==> src/rtl/adpll_loop_ctrl.sv <==
// ADPLL loop controller: binary-search coarse acquisition, PI fine tracking and lock detection.
// Optional LOCKED-state hold input is enabled by defining ADPLL_LOOP_CTRL_HOLD_EN.
module adpll_loop_ctrl #(
    parameter int CW       = 10,
    parameter int WIN      = 8,
    parameter int KP_SH    = 2,
    parameter int KI_SH    = 5,
    parameter int ACC_W    = 16,
    parameter int TOL      = 1,
    parameter int LOSS_TOL = 4,
    parameter int LOCK_CNT = 64
) (
    input  logic          clk,
    input  logic          rst,
    input  logic          enable,
    input  logic          up,
    input  logic          down,
`ifdef ADPLL_LOOP_CTRL_HOLD_EN
    input  logic          hold,
`endif
    output logic [CW-1:0] dco_word,
    output logic          upd,
    output logic          locked,
    output logic [1:0]    state
);

    typedef enum logic [1:0] {
        ST_IDLE   = 2'd0,
        ST_COARSE = 2'd1,
        ST_FINE   = 2'd2,
        ST_LOCKED = 2'd3
    } state_e;

    localparam int WIN_W = $clog2(WIN);
    localparam int ERR_W = WIN_W + 2;
    localparam int LCK_W = $clog2(LOCK_CNT + 1);

    localparam logic [CW-1:0]          DCO_MID   = CW'(1) << (CW - 1);
    localparam logic [CW-1:0]          DCO_MAX   = '1;
    localparam logic [CW-1:0]          STEP0     = CW'(1) << (CW - 2);
    localparam logic [WIN_W-1:0]       WIN_LAST  = WIN_W'(WIN - 1);
    localparam logic [LCK_W-1:0]       LOCK_LAST = LCK_W'(LOCK_CNT - 1);
    localparam logic [ERR_W-1:0]       TOL_U     = ERR_W'(TOL);
    localparam logic [ERR_W-1:0]       LOSS_U    = ERR_W'(LOSS_TOL);
    localparam logic signed [ACC_W+1:0] INTEG_MAX = (ACC_W + 2)'(((1 << CW) - 1) << KI_SH);
    localparam logic signed [ACC_W+1:0] WORD_MAX  = (ACC_W + 2)'((1 << CW) - 1);

    state_e                   state_q;
    logic [CW-1:0]            dco_word_q;
    logic [CW-1:0]            step_q;
    logic                     upd_q;
    logic                     locked_q;
    logic [WIN_W-1:0]         win_cnt_q;
    logic signed [ERR_W-1:0]  err_q;
    logic signed [ACC_W-1:0]  integ_q;
    logic [LCK_W-1:0]         lock_cnt_q;
    logic                     up_meta_q;
    logic                     up_s_q;
    logic                     down_meta_q;
    logic                     down_s_q;

    logic                     hold_act;
    logic                     win_end;
    logic                     in_tol;
    logic                     out_of_lock;
    logic signed [ERR_W-1:0]  err_d;
    logic [ERR_W-1:0]         err_abs;
    logic signed [CW+1:0]     coarse_sum;
    logic [CW-1:0]            coarse_word_d;
    logic signed [ACC_W+1:0]  integ_sum;
    logic signed [ACC_W-1:0]  integ_d;
    logic signed [ACC_W+1:0]  fine_sum;
    logic [CW-1:0]            fine_word_d;

`ifdef ADPLL_LOOP_CTRL_HOLD_EN
    assign hold_act = hold;
`else
    assign hold_act = 1'b0;
`endif

    assign win_end = (win_cnt_q == WIN_LAST);

    always_comb begin
        // Window error including the current cycle's synchronized detector sample.
        err_d = err_q;
        if (up_s_q && !down_s_q) begin
            err_d = err_q + ERR_W'(1);
        end else if (down_s_q && !up_s_q) begin
            err_d = err_q - ERR_W'(1);
        end
        err_abs     = err_d[ERR_W-1] ? $unsigned(-err_d) : $unsigned(err_d);
        in_tol      = (err_abs <= TOL_U);
        out_of_lock = (err_abs > LOSS_U);

        coarse_sum = $signed({2'b00, dco_word_q});
        if (err_d[ERR_W-1]) begin
            coarse_sum = coarse_sum - $signed({2'b00, step_q});
        end else if (err_d != '0) begin
            coarse_sum = coarse_sum + $signed({2'b00, step_q});
        end
        if (coarse_sum[CW+1]) begin
            coarse_word_d = '0;
        end else if (coarse_sum > $signed({2'b00, DCO_MAX})) begin
            coarse_word_d = DCO_MAX;
        end else begin
            coarse_word_d = coarse_sum[CW-1:0];
        end

        // Anti-windup: the integrator never leaves the representable DCO range.
        integ_sum = (ACC_W + 2)'(integ_q) + (ACC_W + 2)'(err_d);
        if (integ_sum[ACC_W+1]) begin
            integ_d = '0;
        end else if (integ_sum > INTEG_MAX) begin
            integ_d = INTEG_MAX[ACC_W-1:0];
        end else begin
            integ_d = integ_sum[ACC_W-1:0];
        end

        fine_sum = ((ACC_W + 2)'(integ_d) >>> KI_SH) + (ACC_W + 2)'(err_d >>> KP_SH);
        if (fine_sum[ACC_W+1]) begin
            fine_word_d = '0;
        end else if (fine_sum > WORD_MAX) begin
            fine_word_d = DCO_MAX;
        end else begin
            fine_word_d = fine_sum[CW-1:0];
        end
    end

    // NOTE: every register here uses <= so all branches see the pre-edge values of state.
    always_ff @(posedge clk or negedge rst) begin
        if (!rst) begin
            state_q     <= ST_IDLE;
            dco_word_q  <= DCO_MID;
            step_q      <= '0;
            upd_q       <= 1'b0;
            locked_q    <= 1'b0;
            win_cnt_q   <= '0;
            err_q       <= '0;
            integ_q     <= '0;
            lock_cnt_q  <= '0;
            up_meta_q   <= 1'b0;
            up_s_q      <= 1'b0;
            down_meta_q <= 1'b0;
            down_s_q    <= 1'b0;
        end else begin
            up_meta_q   <= up;
            up_s_q      <= up_meta_q;
            down_meta_q <= down;
            down_s_q    <= down_meta_q;
            upd_q       <= 1'b0;

            if (!enable) begin
                state_q    <= ST_IDLE;
                dco_word_q <= DCO_MID;
                locked_q   <= 1'b0;
                win_cnt_q  <= '0;
                err_q      <= '0;
            end else if (state_q == ST_IDLE) begin
                state_q    <= ST_COARSE;
                step_q     <= STEP0;
                dco_word_q <= DCO_MID;
                locked_q   <= 1'b0;
                win_cnt_q  <= '0;
                err_q      <= '0;
            end else if (!win_end) begin
                win_cnt_q <= win_cnt_q + WIN_W'(1);
                err_q     <= err_d;
            end else begin
                win_cnt_q <= '0;
                err_q     <= '0;
                case (state_q)
                    ST_COARSE: begin
                        dco_word_q <= coarse_word_d;
                        upd_q      <= 1'b1;
                        step_q     <= step_q >> 1;
                        if (step_q == CW'(1)) begin
                            state_q    <= ST_FINE;
                            integ_q    <= ACC_W'(coarse_word_d) << KI_SH;
                            lock_cnt_q <= '0;
                        end
                    end
                    ST_FINE: begin
                        dco_word_q <= fine_word_d;
                        integ_q    <= integ_d;
                        upd_q      <= 1'b1;
                        if (in_tol) begin
                            lock_cnt_q <= lock_cnt_q + LCK_W'(1);
                            if (lock_cnt_q == LOCK_LAST) begin
                                state_q  <= ST_LOCKED;
                                locked_q <= 1'b1;
                            end
                        end else begin
                            lock_cnt_q <= '0;
                        end
                    end
                    ST_LOCKED: begin
                        if (!hold_act) begin
                            dco_word_q <= fine_word_d;
                            integ_q    <= integ_d;
                            upd_q      <= 1'b1;
                            if (out_of_lock) begin
                                state_q    <= ST_FINE;
                                locked_q   <= 1'b0;
                                lock_cnt_q <= '0;
                            end
                        end
                    end
                    default: ;
                endcase
            end
        end
    end

    assign dco_word = dco_word_q;
    assign upd      = upd_q;
    assign locked   = locked_q;
    assign state    = state_q;

endmodule

==> config.mk <==
export PLATFORM = sky130hd
export DESIGN_NAME = adpll_loop_ctrl
export DESIGN_NICKNAME = d
export VERILOG_FILES = /design/src/rtl/adpll_loop_ctrl.sv
export SDC_FILE = /design/constraint.sdc
export NUM_CORES = 1
export LEC_CHECK = 0
export ABC_AREA = 1
export BUFFER_PORTS_ARGS = -buffer_cell sky130_fd_sc_hd__buf_4
export CAP_MARGIN = 30
export CORE_ASPECT_RATIO = 1.2
export CORE_UTILIZATION = 55
export DETAILED_ROUTE_END_ITERATION = 8
export MAX_ROUTING_LAYER = met4
export PLACE_DENSITY = 0.8
export SETUP_SLACK_MARGIN = 0.3
export SYNTH_ARGS = -nofsm -noshare
export SYNTH_HDL_FRONTEND = slang
export SYNTH_SLANG_ARGS = --single-unit
==> constraint.sdc <==
create_clock -name clk -period 5.5 [get_ports clk]
set_clock_uncertainty 0.1 [all_clocks]
set_input_delay 0.825 -clock clk [delete_from_list [all_inputs] [get_ports clk]]
set_output_delay 0.825 -clock clk [all_outputs]
set_load 0.005 [all_outputs]
==> results.py <==
metrics = {
    "outcome": {
        "status": "completed",
    },
    "global_routing": {
        "grt_usage_pct": 30.7,
        "grt_pass1_vias": 5577,
        "antenna_found_initial": 0,
        "grt_pass1_wl_microns": 25500,
        "grt_max_degree": 59,
        "grt_overflow": 0,
    },
    "clock_network": {
        "clock_latency_ps": 340,
        "cts_buffers": 9,
        "root_buffer": "clkbuf_16",
        "path_clk_slew_ps": 50,
        "cts_tree": "built",
        "cts_max_path_buffers": 2,
        "cts_max_level": 3,
        "clock_sinks": 58,
    },
    "cells_and_area": {
        "finalInstanceArea_sq_um": 6820,
        "syn_to_final_growth_pct": 16.7,
        "fin_cells": 1064,
        "n_antenna_cell": 0,
        "fill_cells": 867,
        "nNetsFinal": 1000,
        "multiInputGateArea_sq_um": 4170,
        "regArea_sq_um": 1450,
        "drive_gt1_share_pct": 13.0,
    },
    "worst_setup_path": {
        "crit_arrival_ps": 4940,
        "cp.depth": 34,
        "slowest_stage": "dfrtp_1",
        "cp_top_family": "simple AND/OR/NAND/NOR gates",
        "timing.critical_path.from_type": "flip-flop",
        "required_ps": 5610,
        "cp-startpoint": "err_q[0]",
        "max_stage_delay_ps": 390,
        "worstRegToRegCells": 34,
        "crit_type": "flip-flop to flip-flop",
        "end_kind": "flip-flop",
        "crit_fanout": 10,
        "cpMostUsedCell": "nand2_1",
        "worst-path-buf-inv": 3,
        "rr_startpoint": "err_q[0]",
    },
    "placed_design": {
        "place_area_sq_um": 6090,
        "dp.cells": 1039,
        "pre_cts_slack_ps": 262,
        "finalWeightedCongestion": 0.965,
        "port_buffers": 18,
        "dp_hpwl_microns": 11400,
    },
    "routing": {
        "postRouteAntennaNets": 0,
        "vias": 5969,
        "drc": 0,
        "wirelength_microns": 15900,
        "drt_iter0_markers": 419,
        "viasPerCell": 5.61,
        "first_pass_iters": 5,
        "wl_per_cell_microns": 14.9,
    },
    "timing": {
        "slew_headroom_pct": 46.9,
        "setup_slack_ps": 673,
        "post-route-period-util_pct": 87.8,
        "finalSetupTns_ps": 0,
        "drv_slew": 0,
        "timing.fmax_mhz": 207,
        "min_period_ps": 4830,
        "tightest_slew_ps": 794,
        "hold_viol_final": 0,
        "setup_violations": 0,
        "rsz0062_at_grt": "no",
    },
    "synth": {
        "synth_edf_count": 0,
        "avgSynthCellArea_sq_um": 6.46,
        "synth-async-reset-ratio_pct": 100,
        "netlist_area_sq_um": 5840,
        "ys_ff_latch": 58,
        "ys_types": 46,
        "synthCells": 905,
        "postSynthNetCount": 972,
        "ys_warn_count": 0,
        "synthFlopType": "dfrtp_1",
        "ys_seq_area_share_pct": 24.9,
    },
    "pwr": {
        "p_leak_nw": 3.66,
        "finalPower_w": 0.00236,
        "power_density_nw_per_um2": 347,
        "irDropWorstVdd_uv": 275,
    },
    "die": {
        "die-height_microns": 115,
        "die_x_microns": 96.1,
        "start_util_pct": 57.5,
        "core_sq_um": 10200,
        "num_rows": 40,
        "dieArea_sq_um": 11000,
        "ioPinCount": 19,
    },
    "flow_run": {
        "maxCapViolations": 0,
    },
    "min_path": {
        "hold_path.startpoint": "up_meta_q",
        "min_path_type": "flip-flop to flip-flop",
        "hold_path_depth": 0,
    },
}
[cells by family after synthesis]
group / Yosys count / synth area share [%]
XOR/XNOR: 26 / 4.03
AO/OA/AOI/OAI: 114 / 10.8
buffers and inverters: 151 / 9.89
adder cells (fa/ha/maj): 62 / 13.8
flip-flops: 58 / 24.9
AND/OR/NAND/NOR: 493 / 36.6
other: 1 / 0.0642
[registers in the layout, indices dropped and copies added (netlist names)]
name	flops
integ_q	16
dco_word	10
step_q	9
lock_cnt_q	7
err_q	5
win_cnt_q	3
state	2
down_meta_q	1
down_s_q	1
locked	1
up_meta_q	1
up_s_q	1
upd	1
[synth_stat cells (3+ instances only)]
cell,n,area share (%)
nand2_2,6,0.64
nand2_1,291,19
xnor2_1,4,0.60
xor2_1,21,3.1
nand4_1,17,1.8
nor2_1,59,3.8
a21oi_1,48,4.1
o21ai_1,19,1.6
nor3_1,5,0.43
nor2_2,3,0.32
inv_2,7,0.45
nand3_1,91,7.8
o21bai_1,4,0.51
clkbuf_1,3,0.19
nand3b_1,5,0.64
fa_1,4,1.4
and2_1,3,0.32
buf_2,6,0.51
inv_1,133,8.5
o21ai_0,23,2.0
o22ai_1,9,0.96
ha_1,58,12
dfrtp_1,57,24
[stage by stage]
stage | hold WS, ps | utilization, %
3_5_place_dp | 235 | 60.0
4_1_cts | 246 | 63.3
6_report | 246 | 67.1
3_3_place_gp | 233 | 60.0
2_1_floorplan | 231 | -
5_1_grt | 261 | 67.1
[what timing repair did]
action	in CTS	in global routing
hold buffers	0	0
endpoints found under the setup margin	10	10
cloned	0	3
pin swaps	0	10
buffers inserted	0	6
gates resized for setup	2	63
[report_power, final]
| part | switching, W | internal (W) |
|---|---|---|
| registers | 0.0000247 | 0.000451 |
| clock network | 0.000217 | 0.000409 |
| logic | 0.000838 | 0.000425 |
| total | 0.00108 | 0.00129 |
[worst paths after layout]
| kind | to | slack [ps] |
|---|---|---|
| setup / recovery | dco_word[6] | 670 |
| hold / removal | up_s_q | 250 |
| setup reg to reg | dco_word[6] | 670 |
| hold reg to reg | up_s_q | 250 |
| max in group asynchronous | down_s_q | 4350 |
| min in group asynchronous | step_q[3] | 430 |
[layer usage]
metal	part of all wire, %	global-route usage (%)	vias to the layer above
met5	0	-	-
met4	2.5	11.9	0
met3	4.9	4.43	43
met2	51	51.8	189
met1	41	36.5	2758
li1	-	-	2979
[worst register-to-register path: cells and delay by family (launching register included)]
kind	cells	cell delay (ps)
AOI/OAI and AO/OA	6	790
adders and majority gates	3	820
buffers and inverters	3	190
DFF	1	390
and+or+nand+nor	22	2400
[layout make-up]
cell class / count / area share (%)
flip-flops and latches: 58 / 21.3
clock buffers: 10 / 3.50
clock inverters: 6 / 1.30
inverters: 140 / 7.70
well taps: 126 / 2.31
multi-input cells: 699 / 61.1
repair buffers: 25 / 2.75
[layout by cell type (no fill, tap or decap), types with 7 or more instances in the layout]
master,Yosys,layout
a21oi_1,48,44
buf_4,1,25
clkbuf_16,0,9
dfrtp_1,57,57
ha_1,58,44
ha_4,0,11
inv_1,133,129
inv_2,7,11
nand2_1,291,278
nand2_2,6,16
nand3_1,91,88
nand4_1,17,17
nor2_1,59,54
nor2_2,3,7
o21ai_0,23,22
o21ai_1,19,19
o22ai_1,9,9
xor2_1,21,20
(Power assumes the default switching activity.)
